==> src/rtl/shared_reg_scheduler_pkg.sv <==
// Shared types and helpers for shared_reg_scheduler: FSM states, requester
// indices in ring order, and ring-successor / one-hot decode helpers.
package shared_reg_scheduler_pkg;

  // Two-state handshake FSM: IDLE arbitrates, ACK lets the winner drop or renew.
  typedef enum logic {
    IDLE = 1'b0,
    ACK  = 1'b1
  } state_e;

  // Requester indices, also the ring order W0 -> W1 -> RD -> W0.
  typedef enum logic [1:0] {
    REQ_W0 = 2'd0,
    REQ_W1 = 2'd1,
    REQ_RD = 2'd2
  } req_idx_e;

  localparam int NUM_REQ = 3;

  // Ring successor of a requester index.
  function automatic req_idx_e next_ptr(input req_idx_e idx);
    req_idx_e nxt;
    case (idx)
      REQ_W0:  nxt = REQ_W1;
      REQ_W1:  nxt = REQ_RD;
      default: nxt = REQ_W0;
    endcase
    return nxt;
  endfunction

  // Convert a one-hot winner vector (bit i = requester i) to its index.
  function automatic req_idx_e onehot_to_idx(input logic [NUM_REQ-1:0] oh);
    req_idx_e idx;
    case (oh)
      3'b010:  idx = REQ_W1;
      3'b100:  idx = REQ_RD;
      default: idx = REQ_W0;
    endcase
    return idx;
  endfunction

endpackage

==> src/rtl/shared_reg_scheduler_rr_pick3.sv <==
// rr_pick3: combinational 3-way round-robin picker. Scans the request vector
// starting at ptr in ring order and returns the first requester as one-hot.
module rr_pick3
  import shared_reg_scheduler_pkg::*;
(
  input  logic [NUM_REQ-1:0] req,
  input  logic [1:0]         ptr,
  output logic [NUM_REQ-1:0] grant,
  output logic               valid
);

  req_idx_e p0;
  req_idx_e p1;
  req_idx_e p2;

  // Candidate order: ptr first, then its two ring successors. An out-of-range
  // ptr value is treated as W0 so the picker can never lock up.
  always_comb begin
    p0 = (ptr == 2'd3) ? REQ_W0 : req_idx_e'(ptr);
    p1 = next_ptr(p0);
    p2 = next_ptr(p1);
  end

  // First requesting candidate in ring order wins.
  always_comb begin
    // NOTE: every combinational output gets a default before any branch, so no
    // path leaves it unassigned and no latch is inferred.
    grant = '0;
    if (req[p0]) begin
      grant[p0] = 1'b1;
    end else if (req[p1]) begin
      grant[p1] = 1'b1;
    end else if (req[p2]) begin
      grant[p2] = 1'b1;
    end
  end

  assign valid = |req;

endmodule

==> src/rtl/shared_reg_scheduler.sv <==
// shared_reg_scheduler: round-robin req/grant scheduler owning one WIDTH-bit
// register shared by two writers (W0, W1) and one reader (RD).
// Optional feature macro: SRS_GRANT_COUNT_EN adds wr_count_0/wr_count_1,
// per-writer grant counters wrapping modulo 2**CNT_WIDTH.
module shared_reg_scheduler
  import shared_reg_scheduler_pkg::*;
#(
  parameter int WIDTH     = 16,
  parameter int CNT_WIDTH = 8
) (
  input  logic             clk,
  input  logic             reset,
  input  logic             wr_req_0,
  input  logic [WIDTH-1:0] wr_data_0,
  output logic             gnt_0,
  input  logic             wr_req_1,
  input  logic [WIDTH-1:0] wr_data_1,
  output logic             gnt_1,
  input  logic             rd_req,
  output logic             rd_valid,
  output logic [WIDTH-1:0] rd_data,
  output logic             last_writer
`ifdef SRS_GRANT_COUNT_EN
  ,
  output logic [CNT_WIDTH-1:0] wr_count_0,
  output logic [CNT_WIDTH-1:0] wr_count_1
`endif
);

  // Reject nonsensical widths at elaboration.
  if (WIDTH < 1 || CNT_WIDTH < 1) begin : g_bad_param
    $error("shared_reg_scheduler: WIDTH and CNT_WIDTH must be >= 1");
  end

  state_e             state_q, state_d;
  req_idx_e           ptr_q, ptr_d;
  logic [WIDTH-1:0]   reg_q, reg_d;
  logic [WIDTH-1:0]   rd_data_q, rd_data_d;
  logic               gnt_0_q, gnt_0_d;
  logic               gnt_1_q, gnt_1_d;
  logic               rd_valid_q, rd_valid_d;
  logic               last_writer_q, last_writer_d;

  logic [NUM_REQ-1:0] req_vec;
  logic [NUM_REQ-1:0] pick_grant;
  logic               pick_valid;
  logic               take;
  req_idx_e           win_idx;

  assign req_vec = {rd_req, wr_req_1, wr_req_0};

  rr_pick3 u_pick (
    .req   (req_vec),
    .ptr   (ptr_q),
    .grant (pick_grant),
    .valid (pick_valid)
  );

  // A grant is issued only from IDLE; ACK ignores all requests.
  assign take    = (state_q == IDLE) && pick_valid;
  assign win_idx = onehot_to_idx(pick_grant);

  // State register and all datapath/output flops.
  always_ff @(posedge clk or posedge reset) begin
    if (reset) begin
      // NOTE: the shared storage is a single word, not an array, so it is reset
      // to zero along with every other flop.
      state_q       <= IDLE;
      ptr_q         <= REQ_W0;
      reg_q         <= '0;
      rd_data_q     <= '0;
      gnt_0_q       <= 1'b0;
      gnt_1_q       <= 1'b0;
      rd_valid_q    <= 1'b0;
      last_writer_q <= 1'b0;
    end else begin
      // NOTE: sequential state uses non-blocking assignments so every flop
      // samples the pre-edge values regardless of statement order.
      state_q       <= state_d;
      ptr_q         <= ptr_d;
      reg_q         <= reg_d;
      rd_data_q     <= rd_data_d;
      gnt_0_q       <= gnt_0_d;
      gnt_1_q       <= gnt_1_d;
      rd_valid_q    <= rd_valid_d;
      last_writer_q <= last_writer_d;
    end
  end

  // Next-state logic: IDLE -> ACK on any grant, ACK always returns to IDLE.
  always_comb begin
    state_d = state_q;
    case (state_q)
      IDLE:    if (pick_valid) state_d = ACK;
      ACK:     state_d = IDLE;
      default: state_d = IDLE;
    endcase
  end

  // Output/datapath logic: apply the winner's action and advance the pointer.
  // Grant pulses default low, which clears them during ACK.
  always_comb begin
    ptr_d         = ptr_q;
    reg_d         = reg_q;
    rd_data_d     = rd_data_q;
    last_writer_d = last_writer_q;
    gnt_0_d       = 1'b0;
    gnt_1_d       = 1'b0;
    rd_valid_d    = 1'b0;
    if (take) begin
      ptr_d = next_ptr(win_idx);
      case (win_idx)
        REQ_W0: begin
          reg_d         = wr_data_0;
          gnt_0_d       = 1'b1;
          last_writer_d = 1'b0;
        end
        REQ_W1: begin
          reg_d         = wr_data_1;
          gnt_1_d       = 1'b1;
          last_writer_d = 1'b1;
        end
        default: begin
          // A read returns the value held before this edge; no write can be
          // granted in the same cycle.
          rd_data_d  = reg_q;
          rd_valid_d = 1'b1;
        end
      endcase
    end
  end

  assign gnt_0       = gnt_0_q;
  assign gnt_1       = gnt_1_q;
  assign rd_valid    = rd_valid_q;
  assign rd_data     = rd_data_q;
  assign last_writer = last_writer_q;

`ifdef SRS_GRANT_COUNT_EN
  logic [CNT_WIDTH-1:0] cnt_0_q, cnt_0_d;
  logic [CNT_WIDTH-1:0] cnt_1_q, cnt_1_d;

  // Grant counters advance on the same edge that raises the matching grant.
  always_comb begin
    cnt_0_d = cnt_0_q;
    cnt_1_d = cnt_1_q;
    if (gnt_0_d) cnt_0_d = cnt_0_q + CNT_WIDTH'(1);
    if (gnt_1_d) cnt_1_d = cnt_1_q + CNT_WIDTH'(1);
  end

  // Grant counter registers; wrap naturally at 2**CNT_WIDTH.
  always_ff @(posedge clk or posedge reset) begin
    if (reset) begin
      cnt_0_q <= '0;
      cnt_1_q <= '0;
    end else begin
      cnt_0_q <= cnt_0_d;
      cnt_1_q <= cnt_1_d;
    end
  end

  assign wr_count_0 = cnt_0_q;
  assign wr_count_1 = cnt_1_q;
`endif

endmodule

==> config.mk <==
export PLATFORM = sky130hd
export DESIGN_NAME = shared_reg_scheduler
export DESIGN_NICKNAME = d
export VERILOG_FILES = /design/src/rtl/shared_reg_scheduler_pkg.sv /design/src/rtl/shared_reg_scheduler_rr_pick3.sv /design/src/rtl/shared_reg_scheduler.sv
export SDC_FILE = /design/constraint.sdc
export NUM_CORES = 1
export LEC_CHECK = 0
export ABC_AREA = 1
export BUFFER_PORTS_ARGS = -buffer_cell sky130_fd_sc_hd__buf_2
export CELL_PAD_IN_SITES_DETAIL_PLACEMENT = 1
export CELL_PAD_IN_SITES_GLOBAL_PLACEMENT = 2
export CORE_ASPECT_RATIO = 1.1
export CORE_MARGIN = 4
export CORE_UTILIZATION = 28
export CTS_CLUSTER_DIAMETER = 120
export DETAILED_ROUTE_END_ITERATION = 10
export PLACE_DENSITY_LB_ADDON = 0.12
export SYNTH_ARGS = -nofsm -noshare
export SYNTH_HDL_FRONTEND = slang
export SYNTH_SLANG_ARGS = --single-unit
==> constraint.sdc <==
create_clock -name clk -period 3 [get_ports clk]
set_clock_uncertainty 0.2 [all_clocks]
set_input_delay 0.3 -clock clk [delete_from_list [all_inputs] [get_ports clk]]
set_output_delay 0.3 -clock clk [all_outputs]
set_load 0.005 [all_outputs]
; Word-level counts from Yosys, hierarchy flattened
; Index checks and enable logic that the tools add are counted.
[word_totals]
regBits = 39
input_bits = 37
output_inout_bits = 20
word_cells = 64
[classes]
n_lt_le_gt_ge = 6
n_eq_ne = 6
n_mux = 30
n_bitwise = 2
reduce_logical = 12
[op_table]
columns = op, n
row1 = one-hot mux 16 bit (2 select lines), 1
row2 = one-hot mux 2 bit (2 select lines), 4
row3 = two-way mux 1 bit, 13
row4 = "< comparator 2 x 3 -> 1 bit, second input constant", 3
row5 = two-way mux 3 bit, 3
row6 = binary-select mux 1 bit (select 2 bit), 3
row7 = demux 1 bit (select 2 bit), 3
row8 = "== test 2 x 1 -> 1 bit, second input constant", 3
row9 = "greater-or-equal comparator 2 x 1 -> 1 bit, second input constant", 3
row10 = zero test 2 bit, 3
row11 = logical AND 1 bit, 4
row12 = one-hot mux 1 bit (2 select lines), 2
row13 = AND reduction 2 bit, 2
row14 = "== test 3 x 2 -> 1 bit, second input constant", 1
row15 = "== test 3 bit, second input constant", 1
row16 = OR reduction 3 bit, 1
row17 = "== test 2 bit, second input constant", 1
row18 = two-way mux 2 bit, 1
row19 = NOT 1 bit, 2
row20 = nonzero test 2 bit, 1
row21 = OR reduction 2 bit, 1

; Logic depth before layout (Yosys ltp)
[logic_depth]
ltp_word = 19
ltp_mapped = 16

; Hierarchy
; Synthesis repeated with hierarchy kept, for this count alone.
[hier_totals]
hier_cells = 264
hier_area_um2 = 2043.2
[modules_own_cells]
columns = module, instances, cells_per_inst, area_per_inst_um2, seq_area_each_um2
row1 = shared_reg_scheduler, 1, 215, 1788.0, 975.9
row2 = rr_pick3, 1, 49, 255.2, 0.0

; Worst setup path after synthesis
; OpenSTA, ideal clock, no wires.
[synth_timing]
path_type = register to register
startpoint = reg ptr_q[0]
endpoint = reg reg_q[0]
setup_time_ps = 116
arrival_ps = 1974
required_ps = 2684
path_slack_ps = 710
path_stages_with_launch = 16
n_path_buf = 1
synth_period_minus_slack_ps = 2290
path_cell_list = dfrtp_1 inv_1 ha_1 inv_2 nand2_1 nand3_2 nand2_1 nand2_1 nand2_1 o21ai_4 nand3_4 nand2_2 inv_2 buf_6 nand2_1 nand2_1
[synth_between]
elab_chain_cells = 18
word_cells_on_any_way = 40
classes_between = order compare (6) / eq/ne (6) / mux (20) / reduce/logical (8)
[synth_lines]
columns = item, line
row1 = "start, declared", shared_reg_scheduler.sv:36  ; req_idx_e ptr_q, ptr_d;
row2 = "start signal, assigned", shared_reg_scheduler.sv:80  ; ptr_q <= ptr_d;
row3 = == test 2 bit, shared_reg_scheduler_rr_pick3.sv:19  ; p0 = (ptr == 2'd3) ? REQ_W0 : req_idx_e'(ptr);
row4 = two-way mux 2 bit (*), shared_reg_scheduler_rr_pick3.sv:19
row5 = == test 2 x 1 -> 1 bit or zero test 2 bit (tied branches), shared_reg_scheduler_pkg.sv:23  ; case (idx)
row6 = one-hot mux 2 bit (2 select lines), shared_reg_scheduler_pkg.sv:23
row7 = == test 2 x 1 -> 1 bit or zero test 2 bit (tied branches), shared_reg_scheduler_pkg.sv:23
row8 = one-hot mux 2 bit (2 select lines), shared_reg_scheduler_pkg.sv:23
row9 = < comparator 2 x 3 -> 1 bit (implied by the code) or greater-or-equal comparator 2 x 1 -> 1 bit (tied branches), shared_reg_scheduler_rr_pick3.sv:34  ; grant[p2] = 1'b1;
row10 = logical AND 1 bit (implied by the code), shared_reg_scheduler_rr_pick3.sv:34
row11 = [2 not listed], -
row12 = two-way mux 3 bit, shared_reg_scheduler_rr_pick3.sv:33  ; end else if (req[p2]) begin
row13 = two-way mux 3 bit, shared_reg_scheduler_rr_pick3.sv:31  ; end else if (req[p1]) begin
row14 = two-way mux 3 bit (*), shared_reg_scheduler_rr_pick3.sv:29  ; if (req[p0]) begin
row15 = == test 3 bit or == test 3 x 2 -> 1 bit (tied branches), shared_reg_scheduler_pkg.sv:34  ; case (oh)
row16 = one-hot mux 2 bit (2 select lines) (*), shared_reg_scheduler_pkg.sv:34
row17 = == test 2 x 1 -> 1 bit or zero test 2 bit (tied branches), shared_reg_scheduler.sv:112  ; case (win_idx)
row18 = nonzero test 2 bit (no source line), -
row19 = AND reduction 2 bit (no source line), -
row20 = "end signal, assigned", shared_reg_scheduler.sv:81  ; reg_q <= reg_d;
row21 = "end, declared", shared_reg_scheduler.sv:37  ; logic [WIDTH-1:0] reg_q, reg_d;
; Mark *: on every way between the ends. The rest lies on a longest branch, timed or not. The select of a mux whose other input is x is not followed.
; A chain may end at the register's enable or synchronous reset.

; Final worst setup path
[layout_timing]
startpoint = reg ptr_q[0]
endpoint = reg ptr_q[1]
[layout_between]
elab_chain_cells = 17
word_cells_on_any_way = 38
classes_between = order compare (6) / eq/ne (6) / mux (20) / reduce/logical (6)
[layout_lines]
columns = item, line
row1 = == test 2 bit, shared_reg_scheduler_rr_pick3.sv:19
row2 = two-way mux 2 bit (*), shared_reg_scheduler_rr_pick3.sv:19
row3 = == test 2 x 1 -> 1 bit or zero test 2 bit (tied branches), shared_reg_scheduler_pkg.sv:23
row4 = one-hot mux 2 bit (2 select lines), shared_reg_scheduler_pkg.sv:23
row5 = == test 2 x 1 -> 1 bit or zero test 2 bit (tied branches), shared_reg_scheduler_pkg.sv:23
row6 = one-hot mux 2 bit (2 select lines), shared_reg_scheduler_pkg.sv:23
row7 = < comparator 2 x 3 -> 1 bit (implied by the code) or greater-or-equal comparator 2 x 1 -> 1 bit (tied branches), shared_reg_scheduler_rr_pick3.sv:34
row8 = logical AND 1 bit (implied by the code), shared_reg_scheduler_rr_pick3.sv:34
row9 = two-way mux 1 bit (implied by the code), shared_reg_scheduler_rr_pick3.sv:34
row10 = demux 1 bit (select 2 bit), -
row11 = two-way mux 3 bit, shared_reg_scheduler_rr_pick3.sv:33
row12 = two-way mux 3 bit, shared_reg_scheduler_rr_pick3.sv:31
row13 = two-way mux 3 bit (*), shared_reg_scheduler_rr_pick3.sv:29
row14 = == test 3 bit or == test 3 x 2 -> 1 bit (tied branches), shared_reg_scheduler_pkg.sv:34
row15 = one-hot mux 2 bit (2 select lines) (*), shared_reg_scheduler_pkg.sv:34
row16 = == test 2 x 1 -> 1 bit or zero test 2 bit (tied branches), shared_reg_scheduler_pkg.sv:23
row17 = one-hot mux 2 bit (2 select lines) (*), shared_reg_scheduler_pkg.sv:23
; Marked as above.

==> impl_metrics.json <==
{
  "run_status": "completed",
  "clock_sinks": 39,
  "postSynthAreaPerCell_um2": 7.72,
  "ctsResizeCount": 0,
  "min_period_ns": 2.72,
  "critical_path.max_stage_delay_ns": 0.40,
  "worstPathArrival_ns": 2.74,
  "cap_violations": 0,
  "critPathKind": "reg2reg",
  "fin_hold_ws_ns": 0.0852,
  "crit-reg2reg-launch": "ptr_q[0]$_DFFE_PP0P_",
  "synth.yosys.seq_area_share_pct": 49.4,
  "cts.root.buffer_cell": "sky130_fd_sc_hd__clkbuf_8",
  "clkPwrFrac_pct": 14.0,
  "clock_path_buffers": 2,
  "port_buffers": 56,
  "reg2reg_slack_ns": 0.28,
  "yosys_register_bits": 39,
  "cp_num_buf_inv": 3,
  "critPathCapture": "ptr_q[1]$_DFFE_PP0P_",
  "yosysUniqueCellTypes": 22,
  "hold_path_depth": 5,
  "drive_above_1_share_pct": 25.5,
  "maxSlewViolCount": 0,
  "antenna_found_initial": 0,
  "hold_viol": 0,
  "critPathMostFrequentCell": "sky130_fd_sc_hd__nand2_1",
  "pwr_density_cell_nw_per_um2": 1030,
  "max_slew_margin_pct": 40.1,
  "die_h_um": 96.1,
  "worst_setup_path_end_kind": "register",
  "slowest_stage": "sky130_fd_sc_hd__dfrtp_1",
  "globalRouteOverflowTotal": 0,
  "htree_num_levels": 2,
  "path_depth": 13,
  "numCtsBuffers": 5,
  "clkSlewWorstSetupHoldPaths_ns": 0.08,
  "detailroute.via_count": 1827,
  "number_of_setup_violations_in_the_final_report": 0,
  "timing.final.crit_share_pct": 90.6,
  "drt_wl_total_um": 5690,
  "worstSkewPairLatency_ns": 0.29,
  "detail_route.wl_per_cell_um": 14.2,
  "core_region_area_um2": 6710,
  "final_common_cell": "sky130_fd_sc_hd__nand2_1",
  "fin_nets": 358,
  "layout_common_cells": "133 x sky130_fd_sc_hd__nand2_1, 56 x sky130_fd_sc_hd__buf_2, 39 x sky130_fd_sc_hd__dfrtp_1",
  "cp_data_required_time_ns": 3.02,
  "fmax_ghz": 0.368,
  "power.leakage_uw": 0.00142,
  "max_slew.worst_pin.slew_ns": 0.893,
  "synth_warnings": 0,
  "grt_start_max_net_pins": 25,
  "crit_chain": "inv_1 -> ha_1 -> inv_2 -> nand2_1 -> nand3_2 -> nand2_1 -> nand2_1 -> nand2_1 -> o21ai_4 -> buf_4 -> nand2_2 -> nor2_1 -> o21bai_1",
  "tritoncts_clock_tree": "done",
  "power.ir.vdd_worst_mv": 0.352,
  "chipWidth_um": 88.1,
  "gr-usage-all-layers_pct": 14.6,
  "critical_path.top_delay_family": "simple AND/OR/NAND/NOR gates",
  "total_negative_setup_slack_ns": 0,
  "crit_path_start_kind": "register",
  "antenna-diode-count": 0,
  "synth_fp_nets": 297,
  "grt_setup_unrepaired": "false",
  "seq_power_share_pct": 34.2,
  "io_pins": 57,
  "postRouteAntennaNets": 0,
  "avgViaCountPerCell": 4.57,
  "p_int_uw": 1340,
  "power_uw": 2510,
  "dr.first_iter.drc_count": 60,
  "comb_power_share_pct": 51.8,
  "first_global_vias": 1869,
  "post-route-drc-count": 0,
  "crit_path_start": "ptr_q[0]$_DFFE_PP0P_",
  "worstPathMaxFanout": 19,
  "timing.reg2reg.worst_path_depth": 13,
  "grt_first_pass_wirelength_um": 9400,
  "ff_to_ff_end": "ptr_q[1]$_DFFE_PP0P_",
  "rows": 31,
  "effective_utilization_at_floorplan_pct": 29.4,
  "area.growth.synth_to_final_pct": 23.2,
  "detail_route.first_pass.iterations": 4,
  "fp.dieArea_um2": 8470,
  "final_weighted_congestion_in_routability_driven_placement": 0.742,
  "worst_hold_path_type": "in2reg",
  "synth.cell_area_um2": 1980,
  "synthesis.instances": 256,
  "p_sw_uw": 1170,
  "fraction_of_power_spent_switching_nets_pct": 46.6,
  "dpl.hpwl_um": 4160
}
==> registers in the layout, summed over array words and instances, names as in the netlist <==
name,flops
rd_data,16
gnt_1,1
reg_q,16
gnt_0,1
rd_valid,1
ptr_q,2
last_writer,1
state_q,1
==> tightest hold or removal path: stages <==
cell and delay, ns:
sky130_fd_sc_hd__buf_2 0.07, sky130_fd_sc_hd__nand2_1 0.04, sky130_fd_sc_hd__nand2_1 0.05, sky130_fd_sc_hd__nand2_1 0.04, sky130_fd_sc_hd__nand2_1 0.05
==> power by group through the flow <==
stage	clock network (µW)	logic (µW)	registers, µW
global route	389	1510	889
floorplan	0	917	853
CTS	366	1330	862
global placement	0	1300	866
finish	353	1300	858
detailed placement	0	1330	872
==> layout make-up <==
class	instances	area (µm²)
fill	852	4280
sequential	39	976
multi-input combinational	194	883
timing repair buffer	63	335
tap	82	103
clock buffer	5	68.8
inverter	14	52.6
clock inverter	3	15.0
==> stage by stage <==
step	util [%]	cells	instance area, µm²	worst slack (ns)
floorplan	-	256	1980	0.710
global placement	34.9	391	2340	0.378
detailed placement	34.9	391	2340	0.320
CTS	36.3	400	2430	0.294
global route	36.3	400	2430	0.0379
finish	36.3	400	2430	0.281
==> layer usage <==
| layer | routed length (µm) | GRT usage (%) |
|---|---|---|
| met5 | 0 | 0 |
| met4 | 43 | 3.78 |
| met3 | 270 | 3.08 |
| met2 | 2510 | 22.9 |
| met1 | 2860 | 20.4 |
==> logic make-up (layout without fill, tap and decap cells) <==
group / Yosys count / in the layout / share of synthesized area [%]
simple gates: 167 / 167 / 35.3
buf+inv: 23 / 85 / 5.89
flops: 39 / 39 / 49.4
compound gates: 23 / 23 / 6.90
fa+ha+maj: 4 / 4 / 2.53
==> synthesized netlist by cell type <==
cell type	n	area (µm²)
sky130_fd_sc_hd__buf_6	2	22.5
sky130_fd_sc_hd__a31oi_2	1	12.5
sky130_fd_sc_hd__nand3_1	23	115
sky130_fd_sc_hd__nand3_2	1	10.0
sky130_fd_sc_hd__inv_1	9	33.8
sky130_fd_sc_hd__nand2_1	133	499
sky130_fd_sc_hd__nand3_4	1	17.5
sky130_fd_sc_hd__o21ai_0	19	95.1
sky130_fd_sc_hd__dfrtp_1	39	976
sky130_fd_sc_hd__buf_4	3	22.5
sky130_fd_sc_hd__ha_1	4	50.1
sky130_fd_sc_hd__inv_2	4	15.0
sky130_fd_sc_hd__a21oi_1	1	5.00
sky130_fd_sc_hd__nor2_1	6	22.5
sky130_fd_sc_hd__nand2_2	2	12.5
sky130_fd_sc_hd__buf_2	2	10.0
sky130_fd_sc_hd__o21bai_1	1	7.51
sky130_fd_sc_hd__nor2_8	1	20.0
sky130_fd_sc_hd__clkbuf_2	1	5.00
sky130_fd_sc_hd__o21ai_4	1	16.3
sky130_fd_sc_hd__clkinv_1	1	3.75
sky130_fd_sc_hd__clkbuf_1	1	3.75
==> worst min path at each step <==
stage | start | end | slack (ns)
6_report | wr_data_0[12] | reg_q[12]$_DFFE_PP0P_ | 0.09
5_1_grt | wr_data_0[12] | reg_q[12]$_DFFE_PP0P_ | 0.10
3_5_place_dp | reset | rd_data[2]$_DFFE_PP0P_ | 0.22
2_1_floorplan | state_q$_DFF_PP0_ | state_q$_DFF_PP0_ | 0.22
3_3_place_gp | reset | rd_data[5]$_DFFE_PP0P_ | 0.23
4_1_cts | wr_data_0[15] | reg_q[15]$_DFFE_PP0P_ | 0.09
==> repair_timing <==
item / 4_1_cts / 5_1_grt
hold buffers: 1 / 0
hold endpoints to repair: 23 / 0
buffers inserted: 0 / 0
Note: power is estimated with default switching activity, not from simulation.
